File: src/rtl/hs32_mem_arb_if.sv
// Bus bundle for hs32_mem_arb: fetch port, execute port and shared memory bus.
// master = arbiter view, slave = requesters/memory view.
interface hs32_mem_arb_if;
    logic [31:0] f_addr;
    logic [31:0] f_dtw;
    logic        f_rw;
    logic        f_req;
    logic [31:0] f_dtr;
    logic        f_rdy;

    logic [31:0] x_addr;
    logic [31:0] x_dtw;
    logic        x_rw;
    logic        x_req;
    logic [31:0] x_dtr;
    logic        x_rdy;

    logic [31:0] m_addr;
    logic [31:0] m_dtw;
    logic        m_rw;
    logic        m_req;
    logic [31:0] m_dtr;
    logic        m_rdy;

    modport master (
        input  f_addr, f_dtw, f_rw, f_req,
        output f_dtr, f_rdy,
        input  x_addr, x_dtw, x_rw, x_req,
        output x_dtr, x_rdy,
        output m_addr, m_dtw, m_rw, m_req,
        input  m_dtr, m_rdy
    );

    modport slave (
        output f_addr, f_dtw, f_rw, f_req,
        input  f_dtr, f_rdy,
        output x_addr, x_dtw, x_rw, x_req,
        input  x_dtr, x_rdy,
        input  m_addr, m_dtw, m_rw, m_req,
        output m_dtr, m_rdy
    );
endinterface

File: src/rtl/hs32_mem_arb.sv
// Two-port (fetch/execute) arbiter onto a single memory bus with registered grant.
// Define HS32_MEMARB_RR_EN for round-robin on simultaneous requests (default: exec priority).
module hs32_mem_arb (
    input  logic                  clk,
    input  logic                  reset,
    hs32_mem_arb_if.master        bus,
    output logic [1:0]            gnt,
    output logic                  busy
);

    typedef enum logic [1:0] {
        IDLE  = 2'd0,
        GNT_F = 2'd1,
        GNT_X = 2'd2
    } state_t;

    state_t state, state_nxt;
    logic   last_gnt, last_gnt_nxt;

    always_ff @(posedge clk) begin
        if (reset) begin
            state    <= IDLE;
            last_gnt <= 1'b1;
        end else begin
            state    <= state_nxt;
            last_gnt <= last_gnt_nxt;
        end
    end

    always_comb begin
        state_nxt    = state;
        last_gnt_nxt = last_gnt;
        case (state)
            IDLE: begin
                if (bus.f_req && bus.x_req) begin
`ifdef HS32_MEMARB_RR_EN
                    // Serve whichever port did not win last time.
                    if (last_gnt) begin
                        state_nxt    = GNT_F;
                        last_gnt_nxt = 1'b0;
                    end else begin
                        state_nxt    = GNT_X;
                        last_gnt_nxt = 1'b1;
                    end
`else
                    state_nxt    = GNT_X;
                    last_gnt_nxt = 1'b1;
`endif
                end else if (bus.x_req) begin
                    state_nxt    = GNT_X;
                    last_gnt_nxt = 1'b1;
                end else if (bus.f_req) begin
                    state_nxt    = GNT_F;
                    last_gnt_nxt = 1'b0;
                end
            end
            GNT_F: begin
                if (!bus.f_req || bus.m_rdy) state_nxt = IDLE;
            end
            GNT_X: begin
                if (!bus.x_req || bus.m_rdy) state_nxt = IDLE;
            end
            default: state_nxt = IDLE;
        endcase
    end

    always_comb begin
        bus.m_addr = '0;
        bus.m_dtw  = '0;
        bus.m_rw   = 1'b0;
        bus.m_req  = 1'b0;
        bus.f_rdy  = 1'b0;
        bus.x_rdy  = 1'b0;
        gnt        = 2'b00;
        case (state)
            GNT_F: begin
                bus.m_addr = bus.f_addr;
                bus.m_dtw  = bus.f_dtw;
                bus.m_rw   = bus.f_rw;
                bus.m_req  = bus.f_req;
                bus.f_rdy  = bus.m_rdy & bus.f_req;
                gnt        = 2'b01;
            end
            GNT_X: begin
                bus.m_addr = bus.x_addr;
                bus.m_dtw  = bus.x_dtw;
                bus.m_rw   = bus.x_rw;
                bus.m_req  = bus.x_req;
                bus.x_rdy  = bus.m_rdy & bus.x_req;
                gnt        = 2'b10;
            end
            default: ;
        endcase
    end

    assign bus.f_dtr = bus.m_dtr;
    assign bus.x_dtr = bus.m_dtr;
    assign busy      = (state != IDLE);

endmodule

File: src/flat_wrapper.sv
// flat-port wrapper written by rule: the top's interface ports become plain ports
module hs32_mem_arb_flat 
  (clk, reset, gnt, busy, bus_f_addr, bus_f_dtw, bus_f_rw, bus_f_req, bus_f_dtr, bus_f_rdy, bus_x_addr, bus_x_dtw, bus_x_rw, bus_x_req, bus_x_dtr, bus_x_rdy, bus_m_addr, bus_m_dtw, bus_m_rw, bus_m_req, bus_m_dtr, bus_m_rdy);
  hs32_mem_arb_if bus_i ();
  input  logic clk;
  input  logic reset;
  output logic [1:0] gnt;
  output logic busy;
  input wire logic [$bits(bus_i.f_addr)-1:0] bus_f_addr;
  input wire logic [$bits(bus_i.f_dtw)-1:0] bus_f_dtw;
  input wire logic [$bits(bus_i.f_rw)-1:0] bus_f_rw;
  input wire logic [$bits(bus_i.f_req)-1:0] bus_f_req;
  output wire logic [$bits(bus_i.f_dtr)-1:0] bus_f_dtr;
  output wire logic [$bits(bus_i.f_rdy)-1:0] bus_f_rdy;
  input wire logic [$bits(bus_i.x_addr)-1:0] bus_x_addr;
  input wire logic [$bits(bus_i.x_dtw)-1:0] bus_x_dtw;
  input wire logic [$bits(bus_i.x_rw)-1:0] bus_x_rw;
  input wire logic [$bits(bus_i.x_req)-1:0] bus_x_req;
  output wire logic [$bits(bus_i.x_dtr)-1:0] bus_x_dtr;
  output wire logic [$bits(bus_i.x_rdy)-1:0] bus_x_rdy;
  output wire logic [$bits(bus_i.m_addr)-1:0] bus_m_addr;
  output wire logic [$bits(bus_i.m_dtw)-1:0] bus_m_dtw;
  output wire logic [$bits(bus_i.m_rw)-1:0] bus_m_rw;
  output wire logic [$bits(bus_i.m_req)-1:0] bus_m_req;
  input wire logic [$bits(bus_i.m_dtr)-1:0] bus_m_dtr;
  input wire logic [$bits(bus_i.m_rdy)-1:0] bus_m_rdy;
  assign bus_i.f_addr = bus_f_addr;
  assign bus_i.f_dtw = bus_f_dtw;
  assign bus_i.f_rw = bus_f_rw;
  assign bus_i.f_req = bus_f_req;
  assign bus_f_dtr = bus_i.f_dtr;
  assign bus_f_rdy = bus_i.f_rdy;
  assign bus_i.x_addr = bus_x_addr;
  assign bus_i.x_dtw = bus_x_dtw;
  assign bus_i.x_rw = bus_x_rw;
  assign bus_i.x_req = bus_x_req;
  assign bus_x_dtr = bus_i.x_dtr;
  assign bus_x_rdy = bus_i.x_rdy;
  assign bus_m_addr = bus_i.m_addr;
  assign bus_m_dtw = bus_i.m_dtw;
  assign bus_m_rw = bus_i.m_rw;
  assign bus_m_req = bus_i.m_req;
  assign bus_i.m_dtr = bus_m_dtr;
  assign bus_i.m_rdy = bus_m_rdy;
  hs32_mem_arb u_core (.clk(clk), .reset(reset), .bus(bus_i), .gnt(gnt), .busy(busy));
endmodule
File: config.mk
export PLATFORM = sky130hd
export DESIGN_NAME = hs32_mem_arb_flat
export DESIGN_NICKNAME = d
export VERILOG_FILES = /design/src/rtl/hs32_mem_arb_if.sv /design/src/rtl/hs32_mem_arb.sv /design/src/flat_wrapper.sv
export SDC_FILE = /design/constraint.sdc
export NUM_CORES = 1
export LEC_CHECK = 0
export BUFFER_PORTS_ARGS = -buffer_cell sky130_fd_sc_hd__buf_2
export CAP_MARGIN = 20
export CORE_AREA = 8 8 111 113
export DETAILED_ROUTE_END_ITERATION = 12
export DIE_AREA = 0 0 119 121
export SLEW_MARGIN = 25
export SYNTH_ARGS = -nofsm -noshare
export SYNTH_HDL_FRONTEND = slang
export SYNTH_SLANG_ARGS = --single-unit
File: constraint.sdc
create_clock -name clk -period 1.6 [get_ports clk]
set_input_delay 0.16 -clock clk [delete_from_list [all_inputs] [get_ports clk]]
set_output_delay 0.16 -clock clk [all_outputs]
set_load 0.05 [all_outputs]
== After elaboration in Yosys (flattened, before gate mapping) ==
Cells that the tools add are included.
Storage, ports and cells
  flip-flop bits (word level): 2
  input bits: 167
  output and inout bits: 135
  word-level logic and storage cells: 29
Operators by class
  multiplexer cells: 13
  eq/ne operators: 5
  bitwise operators: 2
  reductions and logical operators: 8
Operator list (count)
  $pmux 32 s2: 2
  $mux 2: 5
  $pmux 2 s3: 1
  $ne 2x1->1 const B: 2
  $ne 4x3->1 const B: 1
  $pmux 1 s2: 2
  $pmux 2 s2: 1
  $reduce_and 3->1: 1
  $and 1x1->1: 2
  $eq 2x1->1 const B: 1
  $eq 2x2->1 const B: 1
  $logic_not 1->1: 2
  $logic_not 2->1: 1
  $logic_or 1x1->1: 2
  $mux 1: 2
  $reduce_bool 2->1: 1
  $logic_and 1x1->1: 1

== Longest topological paths before layout ==
Gate-level depths: netlist (run 1).
  word-level depth: 4
  gate-level depth with buffers: 6
  gate-level depth less buffers: 5

== Least setup slack after synthesis (run 1) ==
No wires, ideal clock.
  path kind: reg-to-output
  from: register u_core.state[0]
  to: output port bus_m_addr[10]
  required time: 1.440 ns
  buffers on the path: 2
  arrival: 2.129 ns
  slack: -0.689 ns
  stages on the path, launching flop included: 7
  cell sequence: dfxtp_1 -> inv_1 -> ha_1 -> buf_4 -> buf_2 -> a22oi_1 -> nor2b_1
On the way
  cells in the longest elaborated chain, start to end: 2
Ends and longest elaborated chain
  start: declaration: RTL line hs32_mem_arb.sv:17  | state_t state, state_nxt;
  start signal: assignment: RTL line hs32_mem_arb.sv:25  | state <= state_nxt;
  $eq 2x2->1 or $eq 2x1->1 (tied branches): RTL line hs32_mem_arb.sv:75  | case (state)
  $pmux 32 s2 *: RTL line hs32_mem_arb.sv:75
  end: declaration: RTL line flat_wrapper.sv:21  | output wire logic [$bits(bus_i.m_addr)-1:0] bus_m_addr;
Mark *: on every way between the ends. The rest lies on a longest branch, timed or not.

== Worst setup path in the final report (run 1) ==
  from: register u_core.state[1]
  to: output port bus_m_dtw[1]
On the way
  cells in the longest elaborated chain, start to end: 2
Ends and longest elaborated chain
  $eq 2x2->1 or $eq 2x1->1 (tied branches): RTL line hs32_mem_arb.sv:75
  $pmux 32 s2 *: RTL line hs32_mem_arb.sv:75
  end: declaration: RTL line flat_wrapper.sv:22  | output wire logic [$bits(bus_i.m_dtw)-1:0] bus_m_dtw;
Marks and branches as above.

==> impl_summary.log, run 1 <==
INFO  metric io_pins = 302
INFO  metric die_y = 121 um
INFO  metric power_frac_comb = 0.878
INFO  metric post_synth_instance_area = 0.00170 mm2
INFO  metric finalWirelength = 9450 um
INFO  metric setup_total_negative_slack = -6.51 ns
INFO  metric multi_input_area = 0.00181 mm2
INFO  metric clock_tree_from_tritoncts = done
INFO  metric cellLeakagePower = 0.00162 uW
INFO  metric layout_min_cycle_time = 1.74 ns
INFO  metric wirelength_per_cell = 17.9 um
INFO  metric rsz0062_at_grt = yes
INFO  metric num_rows = 38
INFO  metric finalWeightedCongestion = 0.763
INFO  metric nets = 561
INFO  metric clock_sinks = 2
INFO  metric clock-root-buffer = clkbuf_8
INFO  metric min_path_type = in -> reg
INFO  metric grt_pass1_vias = 2594
INFO  metric core_region_area = 0.0106 mm2
INFO  metric gr-usage-all-layers = 0.110
INFO  metric crit_chain = buf_6 -> ha_4 -> clkbuf_16 -> a22oi_1 -> nor2b_4 -> buf_8
INFO  metric top_register = u_core.state
INFO  metric max-cap-violations = 0
INFO  metric clk_pin_slew_worst_paths = 0.03 ns
INFO  metric yosysSeqAreaShare = 0.0236
INFO  metric path_max_fanout = 18
INFO  metric path_class = reg -> out
INFO  metric overflow = 0
INFO  metric yosysWarnings = 0
INFO  metric slowest_stage = dfxtp_2
INFO  metric post_route_cells_drive_above_1_share = 0.920
INFO  metric vias = 2318
INFO  metric power.switching_fraction = 0.457
INFO  metric cellPowerDensity = 545 mW/mm2
INFO  metric worst_path_largest_cell_delay = 0.32 ns
INFO  metric net_switching = 1010 uW
INFO  metric final-setup-viol-count = 67
INFO  metric first_pass_iters = 4
INFO  metric grt_antenna_before_repair = 0
INFO  metric top_regs = u_core.state x2
INFO  metric drt_drc_violations_left = 0
INFO  metric violated_checks = setup timing
INFO  metric grt_max_degree = 37
INFO  metric vias_per_cell = 4.40
INFO  metric initialDrtViolationCount = 99
INFO  metric h-tree-depth = 1
INFO  metric final_common_cell = buf_2
INFO  metric sequential_group_share_of_total_power = 0.028
INFO  metric largest_register_ffs = 2
INFO  metric synth_xor_area_frac = 0
INFO  metric slew_violations = 0
INFO  metric clock_path_buffers = 2
INFO  metric relSlewSlack = 0.802
INFO  metric share_of_synthesized_cell_area_in_full_adder_half_adder_and_majority_cells = 0.0368
INFO  metric num_antenna_cells = 0
INFO  metric cp_data_required_time = 1.44 ns
INFO  metric crit_path_start_kind = register
INFO  metric worst-slew-pin-transition = 0.298 ns
INFO  metric clock_skew = 0.00561 ns
INFO  metric clock_latency = 0.22 ns
INFO  metric design.die.area = 0.0144 mm2
INFO  metric cp-end-kind = output port
INFO  metric syn_nets = 413
INFO  metric power.ir.vdd_worst = 339 uV
INFO  metric avg_inst_size_synth = 7.05 um2
INFO  metric largest_family_of_logic_cells_by_synthesized_area = buffers and inverters
INFO  metric fillerInstances = 1043
INFO  metric grt_first_pass_wirelength = 13400 um
INFO  metric hold_viol = 0
INFO  metric run_status = finished with violations
INFO  metric ant_nets = 0
INFO  metric cp_data_arrival_time = 1.58 ns
INFO  metric synth.distinct_cells = 20
INFO  metric netlist_instances = 241
INFO  metric mostFrequentLayoutCells = 136 x buf_2, 61 x nor2b_4, 53 x buf_6
INFO  metric post_synth_and_or_nand_nor_area_fraction = 0.259
INFO  metric post_route_worst_setup_slack = -0.145 ns
INFO  metric seq_area = 45.0 um2
INFO  metric synth_compound_area_frac = 0.327
INFO  metric layout_worst_path_cycle_share = 1.09
INFO  metric placement_stage_cell_area = 0.00302 mm2
INFO  metric die_x = 119 um
INFO  metric synth_seq_cells = 2
INFO  metric yosys-mux-area-fraction = 0
INFO  metric post-layout-total-power = 2200 uW
INFO  metric effective_utilization_at_floorplan = 0.160
INFO  metric max_freq = 573 MHz
INFO  metric numCtsBuffers = 3
INFO  metric clk_pwr_share = 0.095
INFO  metric portBuffers = 205
INFO  metric cellInternalPower = 1190 uW
INFO  metric layout-area-overhead-vs-synth = 137%
INFO  metric fin_area = 0.00404 mm2
INFO  metric dpl.hpwl = 6370 um
[through the flow]
step | hold WS, ns | std cells | setup WS (ns) | utilization
floorplan | 0.233 | 241 | -0.131 | -
global placement | 0.320 | 515 | -0.0216 | 0.285
detailed placement | 0.320 | 515 | -0.0516 | 0.285
CTS | 0.123 | 525 | -0.150 | 0.346
global route | 0.152 | 527 | -0.199 | 0.381
finish | 0.125 | 527 | -0.145 | 0.381
[critical path: cells and delay by family, from the launching register on]
| kind | cells | cell delay (ns) |
|---|---|---|
| fa+ha+maj | 1 | 0.22 |
| simple gates | 1 | 0.07 |
| compound gates | 1 | 0.28 |
| buf+inv | 3 | 0.48 |
| flops | 1 | 0.32 |
[per-layer routing]
metal | routed length, um | vias to the layer above | global-route usage | share of wire
li1 | - | 1081 | - | -
met2 | 4890 | 126 | 0.202 | 0.52
met1 | 3640 | 1087 | 0.117 | 0.38
met5 | 0 | - | 0 | 0
met3 | 733 | 24 | 0.0326 | 0.078
met4 | 193 | 0 | 0.0379 | 0.020
[power groups by stage]
| stage | clock network (uW) | logic [uW] | registers [uW] |
|---|---|---|---|
| 6_report | 208 | 1930 | 61.4 |
| 5_1_grt | 214 | 2030 | 62.4 |
| 4_1_cts | 214 | 1750 | 61.6 |
| 3_5_place_dp | 0 | 1450 | 58.9 |
| 3_3_place_gp | 0 | 1430 | 58.4 |
| 2_1_floorplan | 0 | 1450 | 59.9 |
[what timing repair did]
action	4_1_cts	5_1_grt
cloned	3	6
buffers inserted	4	0
gates resized for setup	142	62
hold buffers	0	0
setup endpoints to repair	67	68
pin swaps	3	1
[cells in the mapped netlist]
| cell | count | area, um2 |
|---|---|---|
| buf_2 | 11 | 55.1 |
| inv_2 | 1 | 3.75 |
| nor2b_1 | 66 | 413 |
| and3_1 | 1 | 6.26 |
| nor2_1 | 2 | 7.51 |
| clkbuf_1 | 6 | 22.5 |
| a211oi_1 | 1 | 7.51 |
| o21ai_0 | 1 | 5.00 |
| inv_1 | 3 | 11.3 |
| a22oi_1 | 67 | 503 |
| a21oi_1 | 2 | 10.0 |
| and3_2 | 1 | 7.51 |
| or3_1 | 1 | 6.26 |
| o22ai_1 | 1 | 6.26 |
| o2bb2ai_2 | 1 | 15.0 |
| ha_1 | 5 | 62.6 |
| a2bb2oi_1 | 1 | 8.76 |
| clkbuf_2 | 1 | 5.00 |
| buf_4 | 67 | 503 |
| dfxtp_1 | 2 | 40.0 |
[path summary, 6_finish.rpt]
check / from / end / slack (ns) / cells after the start
max reg2reg: u_core.state[0]$_SDFFE_PP0P_ / u_core.state[1]$_SDFFE_PP0P_ / 0.14 / 6
min: reset / u_core.state[0]$_SDFFE_PP0P_ / 0.12 / 2
max: u_core.state[1]$_SDFFE_PP0P_ / bus_m_dtw[1] / -0.14 / 6
min reg2reg: u_core.state[0]$_SDFFE_PP0P_ / u_core.state[0]$_SDFFE_PP0P_ / 0.63 / 3
[area by class of cell]
cell class / instances / area share
clock buffers: 3 / 0.0102
repair buffers: 228 / 0.483
inverters: 4 / 0.00434
well taps: 140 / 0.0434
multi-input cells: 150 / 0.448
flip-flops and latches: 2 / 0.0112
[kinds of logic after synthesis]
group / count (synthesis)
buffers and inverters: 89
AO/OA/AOI/OAI: 74
AND/OR/NAND/NOR: 71
adder cells (fa/ha/maj): 5
flip-flops: 2
Power figures use the tool's default switching activity.
==> inputs of run 2 (changes only) <==
--- a/config.mk
+++ b/config.mk
@@ -5,11 +5,16 @@
 export SDC_FILE = /design/constraint.sdc
 export NUM_CORES = 1
 export LEC_CHECK = 0
-export BUFFER_PORTS_ARGS = -buffer_cell sky130_fd_sc_hd__buf_2
+export BUFFER_PORTS_ARGS = -buffer_cell sky130_fd_sc_hd__buf_4
 export CAP_MARGIN = 20
-export CORE_AREA = 8 8 111 113
+export CELL_PAD_IN_SITES_DETAIL_PLACEMENT = 1
+export CELL_PAD_IN_SITES_GLOBAL_PLACEMENT = 2
+export CORE_ASPECT_RATIO = 1.2
+export CORE_MARGIN = 8
+export CORE_UTILIZATION = 10
 export DETAILED_ROUTE_END_ITERATION = 12
-export DIE_AREA = 0 0 119 121
+export PLACE_DENSITY_LB_ADDON = 0.1
+export SKIP_LAST_GASP = 1
 export SLEW_MARGIN = 25
 export SYNTH_ARGS = -nofsm -noshare
 export SYNTH_HDL_FRONTEND = slang
==> impl_summary.log, run 2 (synthesis results as in run 1) <==
INFO  metric run_status = finished with violations
INFO  metric violated_checks = setup timing
INFO  metric slew_violations = 0
INFO  metric power.ir.vdd_worst = 262 uV
INFO  metric num_rows = 52
INFO  metric finalWirelength = 12900 um
INFO  metric min_path_type = in -> reg
INFO  metric final-setup-viol-count = 66
INFO  metric clock_skew = 0.000471 ns
INFO  metric count_of_placed_standard_cells_including_taps = 595
INFO  metric hold_viol = 0
INFO  metric max-cap-violations = 0
INFO  metric cts_hold_buffers = 0
INFO  metric layout_min_cycle_time = 1.76 ns
INFO  metric die_x = 135 um
INFO  metric ant_nets = 0
INFO  metric place_worst_setup_slack = -0.0569 ns
INFO  metric max_freq = 569 MHz
INFO  metric cellPowerDensity = 573 mW/mm2
INFO  metric clock_tree_from_tritoncts = done
INFO  metric post_route_worst_setup_slack = -0.157 ns
INFO  metric io_pins = 302
INFO  metric clock_sinks = 2
INFO  metric core_region_area = 0.0168 mm2
INFO  metric design.die.area = 0.0214 mm2
INFO  metric crit_path_start_kind = register
INFO  metric numCtsBuffers = 3
INFO  metric gr-usage-all-layers = 0.108
INFO  metric layout_worst_path_cycle_share = 1.10
INFO  metric wirelength_per_cell = 20.6 um
INFO  metric clk_pin_slew_worst_paths = 0.03 ns
INFO  metric path_class = reg -> out
INFO  metric nets = 582
INFO  metric top_regs = u_core.state x2
INFO  metric h-tree-depth = 1
INFO  metric first_pass_iters = 3
INFO  metric worst-slew-pin-transition = 0.247 ns
INFO  metric rsz0062_at_grt = yes
INFO  metric overflow = 0
INFO  metric finalWeightedCongestion = 0.696
INFO  metric portBuffers = 205
INFO  metric finish.cell_count_without_fillers = 624
INFO  metric cp_data_arrival_time = 1.60 ns
INFO  metric setup_total_negative_slack = -7.32 ns
INFO  metric cp_data_required_time = 1.44 ns
INFO  metric grt_pass1_vias = 2758
INFO  metric die_y = 159 um
INFO  metric clock_path_buffers = 2
INFO  metric initialDrtViolationCount = 21
INFO  metric final_common_cell = buf_4
INFO  metric largest_register_ffs = 2
INFO  metric relSlewSlack = 0.835
INFO  metric top_register = u_core.state
INFO  metric drt_drc_violations_left = 0
INFO  metric path_max_fanout = 7
INFO  metric grt_antenna_before_repair = 0
INFO  metric mostFrequentLayoutCells = 148 x buf_4, 66 x nor2b_4, 66 x a22oi_2
INFO  metric clock-root-buffer = clkbuf_16
INFO  metric effective_utilization_at_floorplan = 0.101
INFO  metric dpl.hpwl = 8870 um
INFO  metric grt_max_degree = 22
INFO  metric cellLeakagePower = 0.00194 uW
INFO  metric vias = 2441
INFO  metric cp-end-kind = output port
INFO  metric num_antenna_cells = 0
INFO  metric vias_per_cell = 3.91
INFO  metric fillerInstances = 1867
INFO  metric grt_first_pass_wirelength = 17700 um
INFO  metric layout-area-overhead-vs-synth = 194%
INFO  metric clock_latency = 0.22 ns
INFO  metric post_route_cells_drive_above_1_share = 0.973
run 2: cell count changes in the layout (fill, tap and decap cells not counted), sizes merged:
cell | before | now
buf | 221 | 240
clkbuf | 9 | 11
run 2: cell type report:
cell class	instances	area (um2)	area share
multi-input combinational	150	1930	0.387
timing repair buffer	249	2650	0.531
inverter	4	20.0	0.00401
sequential	2	45.0	0.00903
clock buffer	3	75.1	0.0150
tap	216	270	0.0542
run 2: critical path, cell delays in order, from the launching register on:
cell	delay (ns)
dfxtp_2	0.33
buf_6	0.12
ha_4	0.17
buf_12	0.15
buf_6	0.13
a22oi_2	0.26
nor2b_4	0.07
buf_8	0.15
run 2: power by group:
| part | total, uW | switching [uW] | internal, uW | leakage [uW] |
|---|---|---|---|---|
| clock network | 375 | 57.3 | 318 | 0.0000370 |
| logic | 2420 | 1090 | 1330 | 0.00188 |
| registers | 62.6 | 7.07 | 55.6 | 0.0000175 |
run 2: repair_timing:
action                     in CTS  in global routing
pin swaps                       5                 22
gates resized for setup        98                103
cloned                          8                  9
setup endpoints to repair      69                 70
buffers inserted                8                  5
run 2: path summary, 6_finish.rpt:
path | startpoint | endpoint | cells after the start | slack (ns)
setup / recovery | u_core.state[1]$_SDFFE_PP0P_ | bus_m_addr[14] | 7 | -0.16
hold reg to reg | u_core.state[0]$_SDFFE_PP0P_ | u_core.state[0]$_SDFFE_PP0P_ | 3 | 0.64
setup reg to reg | u_core.state[0]$_SDFFE_PP0P_ | u_core.state[0]$_SDFFE_PP0P_ | 7 | 0.13
hold / removal | reset | u_core.state[0]$_SDFFE_PP0P_ | 2 | 0.11
run 2: layer usage:
layer / up-vias / global-route usage / part of all wire
met2: 123 / 0.219 / 0.57
met1: 1174 / 0.106 / 0.35
li1: 1128 / - / -
met5: - / 0 / 0
met4: 0 / 0.0147 / 0.0090
met3: 16 / 0.0265 / 0.073
run 2: through the flow:
stage	instance area (um2)	hold slack [ns]	utilization	total power [uW]
floorplan	2180	0.233	-	1510
global route	4990	0.119	0.297	3010
finish	4990	0.108	0.297	2860
CTS	4370	0.106	0.260	2560
detailed placement	3590	0.320	0.214	1700
global placement	3590	0.320	0.214	1700
==> inputs of run 3 (changes only) <==
--- a/config.mk
+++ b/config.mk
@@ -13,6 +13,7 @@
 export CORE_MARGIN = 8
 export CORE_UTILIZATION = 10
 export DETAILED_ROUTE_END_ITERATION = 12
+export MAX_ROUTING_LAYER = met4
 export PLACE_DENSITY_LB_ADDON = 0.1
 export SKIP_LAST_GASP = 1
 export SLEW_MARGIN = 25
==> impl_summary.log, run 3 (synthesis results as in run 1) <==
INFO  metric overflow = 0
INFO  metric layout_min_cycle_time = 1.76 ns
INFO  metric numCtsBuffers = 3
INFO  metric worst-slew-pin-transition = 0.247 ns
INFO  metric grt_antenna_before_repair = 0
INFO  metric grt_pass1_vias = 2767
INFO  metric path_max_fanout = 7
INFO  metric clock_latency = 0.22 ns
INFO  metric drt_drc_violations_left = 0
INFO  metric vias = 2434
INFO  metric relSlewSlack = 0.835
INFO  metric power.ir.vdd_worst = 262 uV
INFO  metric wirelength_per_cell = 20.6 um
INFO  metric max_freq = 569 MHz
INFO  metric violated_checks = setup timing
INFO  metric clock-root-buffer = clkbuf_16
INFO  metric seq_area = 45.0 um2
INFO  metric io_pins = 302
INFO  metric final-setup-viol-count = 66
INFO  metric num_rows = 52
INFO  metric post-layout-total-power = 2860 uW
INFO  metric die_x = 135 um
INFO  metric routed.top_layer = met4
INFO  metric top_register = u_core.state
INFO  metric layout_worst_path_cycle_share = 1.10
INFO  metric num_antenna_cells = 0
INFO  metric rsz0062_at_grt = yes
INFO  metric run_status = finished with violations
INFO  metric top_regs = u_core.state x2
INFO  metric wl_met2 = 7360 um
INFO  metric path_buf_inv = 4
INFO  metric dpl.hpwl = 8870 um
INFO  metric core_region_area = 0.0168 mm2
INFO  metric die_y = 159 um
INFO  metric slew_violations = 0
INFO  metric clock_tree_from_tritoncts = done
INFO  metric design.die.area = 0.0214 mm2
INFO  metric gr-usage-all-layers = 0.111
INFO  metric cellPowerDensity = 573 mW/mm2
INFO  metric cp_data_arrival_time = 1.60 ns
INFO  metric portBuffers = 205
INFO  metric multi_input_area = 0.00193 mm2
INFO  metric effective_utilization_at_floorplan = 0.101
INFO  metric most_repeated_library_cell_on_the_critical_path = buf_6
INFO  metric cp-end-kind = output port
INFO  metric vias_per_cell = 3.90
INFO  metric crit_chain = buf_6 -> ha_4 -> buf_12 -> buf_6 -> a22oi_2 -> nor2b_4 -> buf_8
INFO  metric wl_met1 = 4620 um
INFO  metric finalWirelength = 12900 um
INFO  metric critical_path.top_delay_family = buffers and inverters
INFO  metric largest_register_ffs = 2
INFO  metric cellLeakagePower = 0.00194 uW
INFO  metric max-cap-violations = 0
INFO  metric setup_total_negative_slack = -7.30 ns
INFO  metric post_route_worst_setup_slack = -0.157 ns
INFO  metric first_pass_iters = 3
INFO  metric layout-area-overhead-vs-synth = 194%
INFO  metric cts_hold_buffers = 0
INFO  metric clock_path_buffers = 2
INFO  metric clock_sinks = 2
INFO  metric path_class = reg -> out
INFO  metric post_route_cells_drive_above_1_share = 0.973
INFO  metric nets = 582
INFO  metric cp_data_required_time = 1.44 ns
INFO  metric grt_first_pass_wirelength = 17700 um
INFO  metric met3_length = 823 um
INFO  metric hold_viol = 0
INFO  metric clk_pin_slew_worst_paths = 0.03 ns
INFO  metric worst_path_largest_cell_delay = 0.33 ns
INFO  metric mostFrequentLayoutCells = 148 x buf_4, 66 x nor2b_4, 66 x a22oi_2
INFO  metric crit_path_start_kind = register
INFO  metric clock_skew = 0.000471 ns
INFO  metric initialDrtViolationCount = 21
INFO  metric finalWeightedCongestion = 0.704
INFO  metric slowest_stage = dfxtp_2
INFO  metric min_path_type = in -> reg
INFO  metric grt_max_degree = 22
INFO  metric h-tree-depth = 1
INFO  metric ant_nets = 0
INFO  metric final_common_cell = buf_4
INFO  metric finish.utilization = 0.297
INFO  metric fillerInstances = 1867
-- run 3: final cells by class --
class	instances	share of cell area
multi-input combinational	150	0.387
inverter	4	0.00401
clock buffer	3	0.0150
tap	216	0.0542
timing repair buffer	249	0.531
sequential	2	0.00903
-- run 3: repair_timing --
action,CTS,global route
gates cloned,8,9
endpoints found under the setup margin,69,70
pin swaps,5,22
setup buffers,8,5
gates resized for setup,98,103
-- run 3: stage by stage --
step                      hold WS, ns  worst slack (ns)  area (um2)  std cells
final                           0.108            -0.157        4990        624
after CTS                       0.106            -0.178        4370        613
after global placement          0.320           -0.0849        3590        595
after detailed placement        0.320           -0.0569        3590        595
after floorplan                 0.233            -0.131        2180        241
after global routing            0.119            -0.205        4990        624
-- run 3: path summary, 6_finish.rpt --
path         slack [ns]                          from                      endpoint  depth (start not counted)
max               -0.16  u_core.state[1]$_SDFFE_PP0P_                bus_m_addr[14]                          7
min reg2reg        0.64  u_core.state[0]$_SDFFE_PP0P_  u_core.state[0]$_SDFFE_PP0P_                          3
max reg2reg        0.13  u_core.state[0]$_SDFFE_PP0P_  u_core.state[0]$_SDFFE_PP0P_                          7
min                0.11                         reset  u_core.state[0]$_SDFFE_PP0P_                          2
-- run 3: layer usage --
metal / up-vias / GRT usage
met5: - / -
met4: 0 / 0.0147
met3: 14 / 0.0224
met2: 122 / 0.219
met1: 1167 / 0.109
li1: 1131 / -
-- run 3: power breakdown --
group          internal, uW  switching (uW)
logic                  1330            1090
clock network           318            57.3
registers              55.6            7.07
total                  1700            1150
